**config.mk**
```make
export PLATFORM = sky130hd
export DESIGN_NAME = sopc_data_bus
export DESIGN_NICKNAME = d
export VERILOG_FILES = /design/src/rtl/sopc_data_bus.sv
export SDC_FILE = /design/constraint.sdc
export NUM_CORES = 1
export LEC_CHECK = 0
export CORE_AREA = 2 2 135 137
export DETAILED_ROUTE_END_ITERATION = 10
export DIE_AREA = 0 0 137 139
export MAX_ROUTING_LAYER = met4
export PLACE_DENSITY = 0.72
export SKIP_LAST_GASP = 1
export SYNTH_ARGS = -nofsm -noshare
export SYNTH_HDL_FRONTEND = slang
export SYNTH_SLANG_ARGS = --single-unit
```
**constraint.sdc**
```tcl
create_clock -name clk -period 1.65 [get_ports clk]
set_input_delay 0.33 -clock clk [delete_from_list [all_inputs] [get_ports clk]]
set_output_delay 0.33 -clock clk [all_outputs]
set_load 0.03 [all_outputs]
```
**src/rtl/sopc_data_bus.sv**
```systemverilog
// Data-side interconnect: decodes CPU accesses onto N_SLV req/ack slaves, flags decode misses and timeouts.
// Latency 3 cycles request-to-DONE for a zero-wait slave; the CPU is stalled (m_stall) until DONE.
module sopc_data_bus #(
   parameter int                  DW       = 32,
   parameter int                  AW       = 32,
   parameter int                  N_SLV    = 4,
   parameter logic [N_SLV*AW-1:0] SLV_BASE = '0,
   parameter logic [N_SLV*AW-1:0] SLV_MASK = '0,
   parameter int                  TIMEOUT  = 16
) (
   input  logic                clk,
   input  logic                rst,
   input  logic                m_ce,
   input  logic                m_we,
   input  logic [AW-1:0]       m_addr,
   input  logic [DW/8-1:0]     m_sel,
   input  logic [DW-1:0]       m_wdata,
   output logic [DW-1:0]       m_rdata,
   output logic                m_stall,
   output logic                m_err,
   output logic [AW-1:0]       err_addr,
   output logic [N_SLV-1:0]    s_req,
   output logic                s_we,
   output logic [AW-1:0]       s_addr,
   output logic [DW/8-1:0]     s_sel,
   output logic [DW-1:0]       s_wdata,
   input  logic [N_SLV*DW-1:0] s_rdata,
   input  logic [N_SLV-1:0]    s_ack
);
   localparam int SW = DW / 8;
   localparam int CW = (TIMEOUT > 1) ? $clog2(TIMEOUT) : 1;

   typedef enum logic [1:0] {ST_IDLE, ST_WAIT, ST_DONE} state_t;

   typedef struct packed {
      logic          we;
      logic [AW-1:0] addr;
      logic [SW-1:0] sel;
      logic [DW-1:0] wdata;
   } req_t;

   state_t           state_q, state_d;
   req_t             req_q;
   logic [N_SLV-1:0] hit_vec, dec_oh;
   logic             hit, found, ack, tmo;
   logic [DW-1:0]    ack_rdata;
   logic [CW-1:0]    cnt_q;

   always_comb begin
      hit_vec = '0;
      for (int i = 0; i < N_SLV; i++)
         hit_vec[i] = ((m_addr & SLV_MASK[i*AW +: AW]) == SLV_BASE[i*AW +: AW]);
   end

   // Overlapping regions resolve to the lowest slave index.
   always_comb begin
      dec_oh = '0;
      found  = 1'b0;
      for (int i = 0; i < N_SLV; i++) begin
         if (!found && hit_vec[i]) begin
            dec_oh[i] = 1'b1;
            found     = 1'b1;
         end
      end
   end

   assign hit = |hit_vec;

   // s_req is non-zero only in WAIT, so masking acks with it rejects strays and idle-time acks.
   assign ack = |(s_ack & s_req);
   assign tmo = (TIMEOUT != 0) && (cnt_q == CW'(TIMEOUT - 1)) && !ack;

   always_comb begin
      ack_rdata = '0;
      for (int i = 0; i < N_SLV; i++)
         if (s_req[i]) ack_rdata = ack_rdata | s_rdata[i*DW +: DW];
   end

   always_ff @(posedge clk or negedge rst) begin
      if (!rst) state_q <= ST_IDLE;
      else      state_q <= state_d;
   end

   always_comb begin
      state_d = state_q;
      m_stall = 1'b0;
      case (state_q)
         ST_IDLE: begin
            m_stall = m_ce;
            if (m_ce) state_d = hit ? ST_WAIT : ST_DONE;
         end
         ST_WAIT: begin
            m_stall = 1'b1;
            if (ack || tmo) state_d = ST_DONE;
         end
         ST_DONE: state_d = ST_IDLE;
         default: state_d = ST_IDLE;
      endcase
   end

   always_ff @(posedge clk or negedge rst) begin
      if (!rst) begin
         req_q    <= '0;
         s_req    <= '0;
         cnt_q    <= '0;
         m_rdata  <= '0;
         m_err    <= 1'b0;
         err_addr <= '0;
      end else begin
         case (state_q)
            ST_IDLE: begin
               if (m_ce) begin
                  req_q <= '{we: m_we, addr: m_addr, sel: m_sel, wdata: m_wdata};
                  s_req <= dec_oh;
                  cnt_q <= '0;
                  if (!hit) begin
                     m_err    <= 1'b1;
                     m_rdata  <= '0;
                     err_addr <= m_addr;
                  end
               end
            end
            ST_WAIT: begin
               cnt_q <= cnt_q + CW'(1);
               if (ack) begin
                  s_req   <= '0;
                  m_err   <= 1'b0;
                  m_rdata <= req_q.we ? '0 : ack_rdata;
               end else if (tmo) begin
                  s_req    <= '0;
                  m_err    <= 1'b1;
                  m_rdata  <= '0;
                  err_addr <= req_q.addr;
               end
            end
            ST_DONE: cnt_q <= '0;
            default: ;
         endcase
      end
   end

   assign s_we    = req_q.we;
   assign s_addr  = req_q.addr;
   assign s_sel   = req_q.sel;
   assign s_wdata = req_q.wdata;

endmodule

```
== After elaboration in Yosys (flattened, before gate mapping) ==
Cells that the tools add are included.
Storage, ports and cells
  flip-flop bits (word level): 144
  bits of input ports: 204
  output and inout bits: 139
  word-level logic and storage cells: 55
Cells by class
  add/sub/neg operators: 1
  eq/ne operators: 6
  mux-type cells: 19
  bitwise gates (word level): 5
  reductions and logical operators: 14
Operators by type and width (count)
  32-bit 2-to-1 mux: 7
  32-bit bitwise OR: 3
  4-bit 2-to-1 mux: 4
  4-bit one-hot mux with 3 select lines: 1
  4-bit one-hot mux with 2 select lines: 1
  2-bit AND reduction: 4
  3-bit AND reduction: 2
  4-bit by 1-bit adder with 4-bit output, second input constant: 1
  4-bit bitwise AND: 1
  4-bit == test, second input constant: 1
  2-bit 2-to-1 mux: 2
  2-bit != test, second input constant: 2
  2-bit one-hot mux with 2 select lines: 1
  2-bit nonzero test: 2
  4-bit OR reduction: 1
  3-bit != test, second input constant: 1
  3-bit nonzero test: 1
  2-bit by 1-bit == test with 1-bit output, second input constant: 1
  2-bit == test, second input constant: 1
  2-bit zero test: 1
  1-bit 2-to-1 mux: 2
  1-bit one-hot mux with 2 select lines: 1
  1-bit logical AND: 1
  1-bit zero test: 1
  2 further kinds: 2

== Logic depth before layout (Yosys ltp) ==
Gate-level depths: netlist (run 1).
  depth in word-level cells: 9
  mapped depth: 5
  gate-level depth less buffers: 4

== Worst setup path before layout (run 1) ==
Ideal clock, no wire load.
  path kind: reg2reg
  from: reg cnt_q[0]
  to: reg err_addr[21]
  setup time: 125 ps
  data arrival time: 1512 ps
  data required time: 1525 ps
  slack: 13 ps
  stages on the path, launching flop included: 6
  buffers on the path: 1
  period minus slack after synthesis: 1637 ps
  path through: dfrtp_1 ha_1 nand3_2 nor3_4 buf_6 mux2_2
On the way
  word-level cells in the longest chain between the ends: 3
Ends and longest elaborated chain
  start, declared: RTL line 47  | logic [CW-1:0] cnt_q;
  start signal, assigned: RTL line 124  | cnt_q <= cnt_q + CW'(1);
  4-bit == test: RTL line 71  | assign tmo = (TIMEOUT != 0) && (cnt_q == CW'(TIMEOUT - 1)) && !ack;
  1-bit logical AND: RTL line 71
  3-bit AND reduction (no line)
  end signal, assigned: RTL line 119  | err_addr <= m_addr;
  end signal, assigned: RTL line 133  | err_addr <= req_q.addr;
  end, declared: RTL line 21  | output logic [AW-1:0] err_addr,
Every way passes these cells.
A chain may end at the register's enable or synchronous reset.

== Final worst setup path (run 1) ==
  from: reg state_q[0]
  to: out m_stall
On the way
  word-level cells in the longest chain between the ends: 2
  elaborated cells on any way between the ends: 3
  those cells by class: 1 x eq/ne; 1 x mux; 1 x reduce/logical
Ends and longest elaborated chain
  start, declared: RTL line 42  | state_t state_q, state_d;
  start signal, assigned: RTL line 81  | else state_q <= state_d;
  2-bit by 1-bit == test with 1-bit output / 2-bit zero test (equally long branches): RTL line 87  | case (state_q)
  1-bit one-hot mux with 2 select lines *: RTL line 87
  end, declared: RTL line 19  | output logic m_stall,
Every way passes the cells marked *; elsewhere a longest branch is shown, timed or not.

==> impl_metrics.py, run 1 <==
metrics = {
    "run_status": {
        "status": "complete, no violations",
    },
    "final_layout": {
        "syn_to_final_growth_pct": 63.5,
        "final_cells": 846,
        "seq_area_um2": 3530,
        "fillers": 1560,
        "fin_nets": 809,
        "fin_util_pct": 49.6,
        "n_antenna_cell": 0,
        "multiInputGateArea_um2": 1710,
        "final_layout_size_suffix_gt1_share_pct": 26.9,
    },
    "timing": {
        "fmax_mhz": 617,
        "hold_violations": 0,
        "rsz0062_at_grt": "yes",
        "final-setup-viol-count": 0,
        "post-route-period-util_pct": 98.3,
        "setup_ws_ns": 0.0283,
        "period_minus_slack_ns": 1.62,
        "drv_slew": 0,
        "skew_ns": 0.00604,
    },
    "global_route": {
        "grt_pass1_vias": 4207,
        "track_usage_pct": 15.1,
        "antenna_found_initial": 0,
        "grt-ovfl-total": 0,
        "grt_pass1_wl_um": 21700,
        "grt_max_degree": 42,
    },
    "pwr": {
        "power_density_nw_per_um2": 1850,
        "total_leakage_power_nw": 4.10,
        "peakVddDrop_mv": 0.989,
    },
    "drt": {
        "firstDrtPassIters": 4,
        "drt-initial-drc-count": 112,
        "drc": 0,
        "wl_per_cell_um": 16.9,
        "wl_um": 14300,
        "num_vias": 3850,
        "ant_nets": 0,
        "viasPerCell": 4.55,
    },
    "floorplanning": {
        "die_w_um": 137,
        "die_area_um2": 19000,
        "initial_core_util_pct": 30.3,
        "ios": 343,
        "rows": 49,
        "die_h_um": 139,
        "coreArea_um2": 17700,
    },
    "clocking": {
        "cts_buffers": 17,
        "htreeDepth": 4,
        "cts.sinks": 141,
        "clk_transition_reported_paths_ns": 0.06,
        "cts_tree": "done",
        "root_buffer": "clkbuf_16",
        "clock_latency_ns": 0.40,
        "clock_path_buffers": 2,
    },
    "yosys": {
        "synth_cells": 333,
        "synth_top_area_share_pct": 65.9,
        "synth_edf_count": 0,
        "syn_avg_cell_area_um2": 16.1,
        "ys_warn_count": 0,
        "synthDistinctLibCells": 33,
        "synthFlopType": "dfrtp_1",
        "ys_top_cells_by_count": "dfrtp_1, mux2_2, a22o_1",
        "yosysTopAreaCell": "dfrtp_1",
        "synth_seq_cells": 141,
        "synthArstFlopShare_pct": 100,
        "post-synth-top-count-cell": "dfrtp_1",
        "ys_seq_area_share_pct": 65.9,
        "syn_area_um2": 5350,
        "ys_top_cells_by_area": "dfrtp_1, mux2_2, a22o_1",
    },
    "placed_design": {
        "port_buffers": 240,
        "dp_cells": 806,
        "dp_hpwl_um": 10200,
        "pre_cts_slack_ns": -0.294,
        "place_congestion": 0.783,
    },
    "setup_path": {
        "end_kind": "output pin",
        "setup.worst_path.start_class": "flop",
        "worst_ep_required_time_ns": 1.32,
        "worst-r2r-setup-slack_ns": 0.04,
        "r2r_start": "state_q[1]$_DFFE_PN0P_",
        "path_max_fanout": 11,
        "r2r-end": "err_addr[16]$_DFFE_PN0P_",
        "arrival_ns": 1.29,
        "critical_path_class": "reg2out",
        "r2r_cells": 5,
    },
    "hold_path": {
        "hp-class": "in2async",
    },
    "run": {
        "max-cap-violations": 0,
    },
}
-- sequential cells by signal, indices dropped and copies added, names as in the netlist, 2 cells and up --
name      count
cnt_q         4
err_addr     32
m_rdata      32
s_addr       32
s_sel         4
s_wdata      32
state_q       2
-- worst max-delay path by stage --
stage	from	cells after the start	slack (ns)	to
after floorplan	cnt_q[0]$_DFFE_PN0P_	5	0.01	err_addr[21]$_DFFE_PN0P_
after global placement	m_ce	4	-0.26	s_sel[2]$_DFFE_PN0P_
after detailed placement	s_ack[0]	5	-0.29	err_addr[16]$_DFFE_PN0P_
after CTS	cnt_q[0]$_DFFE_PN0P_	5	-0.008	err_addr[20]$_DFFE_PN0P_
after global routing	state_q[0]$_DFFE_PN0P_	4	-0.05	m_stall
final	state_q[0]$_DFFE_PN0P_	4	0.03	m_stall
-- cells in the final DEF (no fill, tap or decap), types with 2 or more instances in the layout --
master and instances:
a21oi_1 3, a22o_1 34, a31oi_1 2, buf_12 8, buf_4 19, buf_6 2
bufinv_16 2, clkbuf_1 2, clkbuf_16 19, clkdlybuf4s50_1 103, clkinvlp_4 5, conb_1 3
dfrtp_1 140, dlygate4sd2_1 134, inv_1 3, inv_6 3, mux2_1 7, mux2_2 95
nand3_1 3, nor2_1 2, nor3b_4 2, o21ai_0 2
-- layer usage --
layer  GRT usage [%]  wire (um)  up-vias
li1                -          -     1755
met5               -          0        -
met4            4.29        142        0
met3            5.96       1420        8
met1            17.4       5900     1906
met2            24.5       6830      181
-- repair_timing --
| action | 4_1_cts | 5_1_grt |
|---|---|---|
| buffers inserted | 1 | 3 |
| endpoints found under the hold margin | 36 | 0 |
| setup endpoints to repair | 146 | 96 |
| hold buffers | 1 | 0 |
| cloned | 0 | 3 |
| pin swaps | 0 | 2 |
| gates resized for setup | 136 | 6 |
-- logic make-up after synthesis --
group | synth area share (%)
xor+xnor | 0.164
simple gates | 2.41
flops | 65.9
compound gates | 6.89
buf+inv | 2.87
mux | 21.5
other cells | 0.0700
fa+ha+maj | 0.234
-- layout make-up --
| type | instances | area share (%) |
|---|---|---|
| sequential | 141 | 40.3 |
| inverter | 3 | 0.129 |
| clock buffer | 20 | 5.10 |
| multi-input combinational | 170 | 19.5 |
| clock inverter | 12 | 1.57 |
| timing repair buffer | 271 | 30.1 |
| tap | 229 | 3.27 |
-- report_power, final --
group	internal, mW	switching, mW	total, mW
Clock	2.28	1.46	3.74
Sequential	4.72	0.728	5.45
Combinational	2.87	4.14	7.01
-- critical path: stages, from the launching register on --
cell and delay (ns):
dfrtp_1 0.37, buf_4 0.18, nor2_4 0.12, nor2_1 0.05, buf_4 0.16
-- metrics by stage --
stage / power [mW] / hold slack (ns) / cell area, um^2 / TNS [ns]
after floorplan: 9.74 / 0.0344 / 5360 / 0
after global placement: 13.2 / 0.276 / 8190 / -29.11
after detailed placement: 13.4 / 0.280 / 8190 / -32.84
after CTS: 16.4 / 0.411 / 8630 / -0.0456
after global routing: 17.1 / 0.427 / 8750 / -0.149
final: 16.2 / 0.408 / 8750 / 0
No activity file was read; power rests on OpenSTA's default activity.
==> run 2, diff against run 1 <==
- REMOVE_ABC_BUFFERS: default -> 1
==> impl_metrics.py, run 2 (synthesis gave the netlist of run 1 again) <==
metrics = {
    "run_status": {
        "status": "finished, violations left",
        "violations": "negative setup slack",
    },
    "drt": {
        "wl_um": 15900,
        "ant_nets": 0,
        "drt-initial-drc-count": 137,
        "firstDrtPassIters": 4,
        "drc": 0,
        "num_vias": 3974,
        "viasPerCell": 4.65,
        "wl_per_cell_um": 18.6,
    },
    "placed_design": {
        "dpl-instance-area_um2": 8180,
        "dp_hpwl_um": 10400,
        "port_buffers": 240,
        "place_congestion": 0.840,
    },
    "setup_path": {
        "worst_path_max_delay_cell": "dfrtp_1",
        "critPathBufInv": 3,
        "crit_family": "buffers and inverters",
        "worst-r2r-setup-slack_ns": -0.005,
        "worst_ep_required_time_ns": 1.94,
        "path_depth": 5,
        "setup.worst_path.start_class": "flop",
        "path_max_fanout": 16,
        "r2r_start": "state_q[1]$_DFFE_PN0P_",
        "crit_top_cell": "buf_6",
        "end_kind": "flop",
        "cp_cell_sequence": "buf_6, nor3b_4, buf_6, clkbuf_16, mux2_2",
        "arrival_ns": 1.95,
        "r2r_cells": 5,
        "critPathMaxStageDelay_ns": 0.42,
        "startpoint": "state_q[1]$_DFFE_PN0P_",
        "critical_path_class": "reg2reg",
        "r2r-end": "s_addr[3]$_DFFE_PN0P_",
    },
    "floorplanning": {
        "initial_core_util_pct": 30.3,
        "die_h_um": 139,
        "die_w_um": 137,
        "coreArea_um2": 17700,
        "rows": 49,
        "ios": 343,
        "die_area_um2": 19000,
    },
    "clocking": {
        "cts_tree": "done",
        "root_buffer": "clkbuf_16",
        "clock_latency_ns": 0.41,
        "cts_buffers": 17,
        "htreeDepth": 4,
        "clk_transition_reported_paths_ns": 0.06,
        "clock_path_buffers": 2,
        "cts.sinks": 141,
    },
    "timing": {
        "drv_slew": 0,
        "skew_ns": 0.00825,
        "finalSetupTns_ns": -0.00655,
        "rsz0062_at_grt": "yes",
        "period_minus_slack_ns": 1.66,
        "final-setup-viol-count": 3,
        "worst_hold_slack_ns": 0.372,
        "fmax_mhz": 604,
        "setup_ws_ns": -0.00528,
        "post-route-period-util_pct": 100,
        "hold_violations": 0,
    },
    "global_route": {
        "track_usage_pct": 16.4,
        "grt_max_degree": 46,
        "grtUsageMet2_pct": 27.5,
        "grt_pass1_wl_um": 23400,
        "busiest_layer": "met2",
        "met3_usage_pct": 4.53,
        "antenna_found_initial": 1,
        "grt_pass1_vias": 4458,
        "grt-ovfl-total": 0,
        "use_met1_pct": 18.5,
    },
    "final_layout": {
        "final_area_um2": 9000,
        "syn_to_final_growth_pct": 68.0,
        "seq_area_um2": 3530,
        "fin_nets": 819,
        "fillers": 1557,
        "final_layout_size_suffix_gt1_share_pct": 28.3,
        "n_antenna_cell": 0,
        "final_cell_mix": "dfrtp_1, dlygate4sd2_1, clkdlybuf4s50_1",
        "multiInputGateArea_um2": 1790,
        "mostFrequentLayoutCell": "dfrtp_1",
    },
    "run": {
        "max-cap-violations": 0,
    },
    "pwr": {
        "total_leakage_power_nw": 4.23,
        "power_density_nw_per_um2": 1860,
        "peakVddDrop_mv": 0.944,
    },
    "hold_path": {
        "hp-class": "in2async",
    },
}
run 2: layout make-up:
class                      count  area share (%)
clock inverter                11            1.60
timing repair buffer         281            31.0
clock buffer                  20            4.97
sequential                   141            39.2
multi-input combinational    170            19.9
inverter                       3           0.125
tap                          229            3.18
run 2: worst max path at each step:
stage | slack [ns] | end
after floorplan | -2.19 | s_addr[0]$_DFFE_PN0P_
after global placement | -0.31 | err_addr[17]$_DFFE_PN0P_
after detailed placement | -0.34 | err_addr[6]$_DFFE_PN0P_
after CTS | 0.004 | s_addr[23]$_DFFE_PN0P_
after global routing | -0.07 | s_addr[15]$_DFFE_PN0P_
final | -0.005 | s_addr[3]$_DFFE_PN0P_
run 2: per-layer routing:
layer  part of all wire, %  routed length [um]
met5                     0                   0
met3                   5.8                 924
met2                    51                8120
met4                   2.4                 383
met1                    41                6470
run 2: timing repair:
item | in CTS | in global routing
gates cloned | 2 | 7
pin swaps | 2 | 7
resized for setup | 144 | 29
hold endpoints to repair | 25 | 0
hold buffers | 1 | 0
buffers inserted | 7 | 4
endpoints found under the setup margin | 163 | 115
run 2: per-stage QoR:
step	util [%]	std cells	total power [mW]	setup WS, ns
after global routing	50.9	855	17.5	-0.0667
after floorplan	-	314	9.67	-2.19
final	50.9	855	16.7	-0.00528
after detailed placement	46.3	806	13.3	-0.337
after CTS	49.5	847	16.5	0.00390
after global placement	46.3	806	13.1	-0.313
run 2: power by group:
| group | internal, mW | switching (mW) | leakage, nW |
|---|---|---|---|
| clock | 2.40 | 1.43 | 0.278 |
| sequential | 4.72 | 0.762 | 1.74 |
| combinational | 3.13 | 4.29 | 2.21 |
run 2: worst reg2reg max path: stages, from the launching register on:
cell,delay [ns]
dfrtp_1,0.42
buf_6,0.13
nor3b_4,0.25
buf_6,0.19
clkbuf_16,0.20
mux2_2,0.35
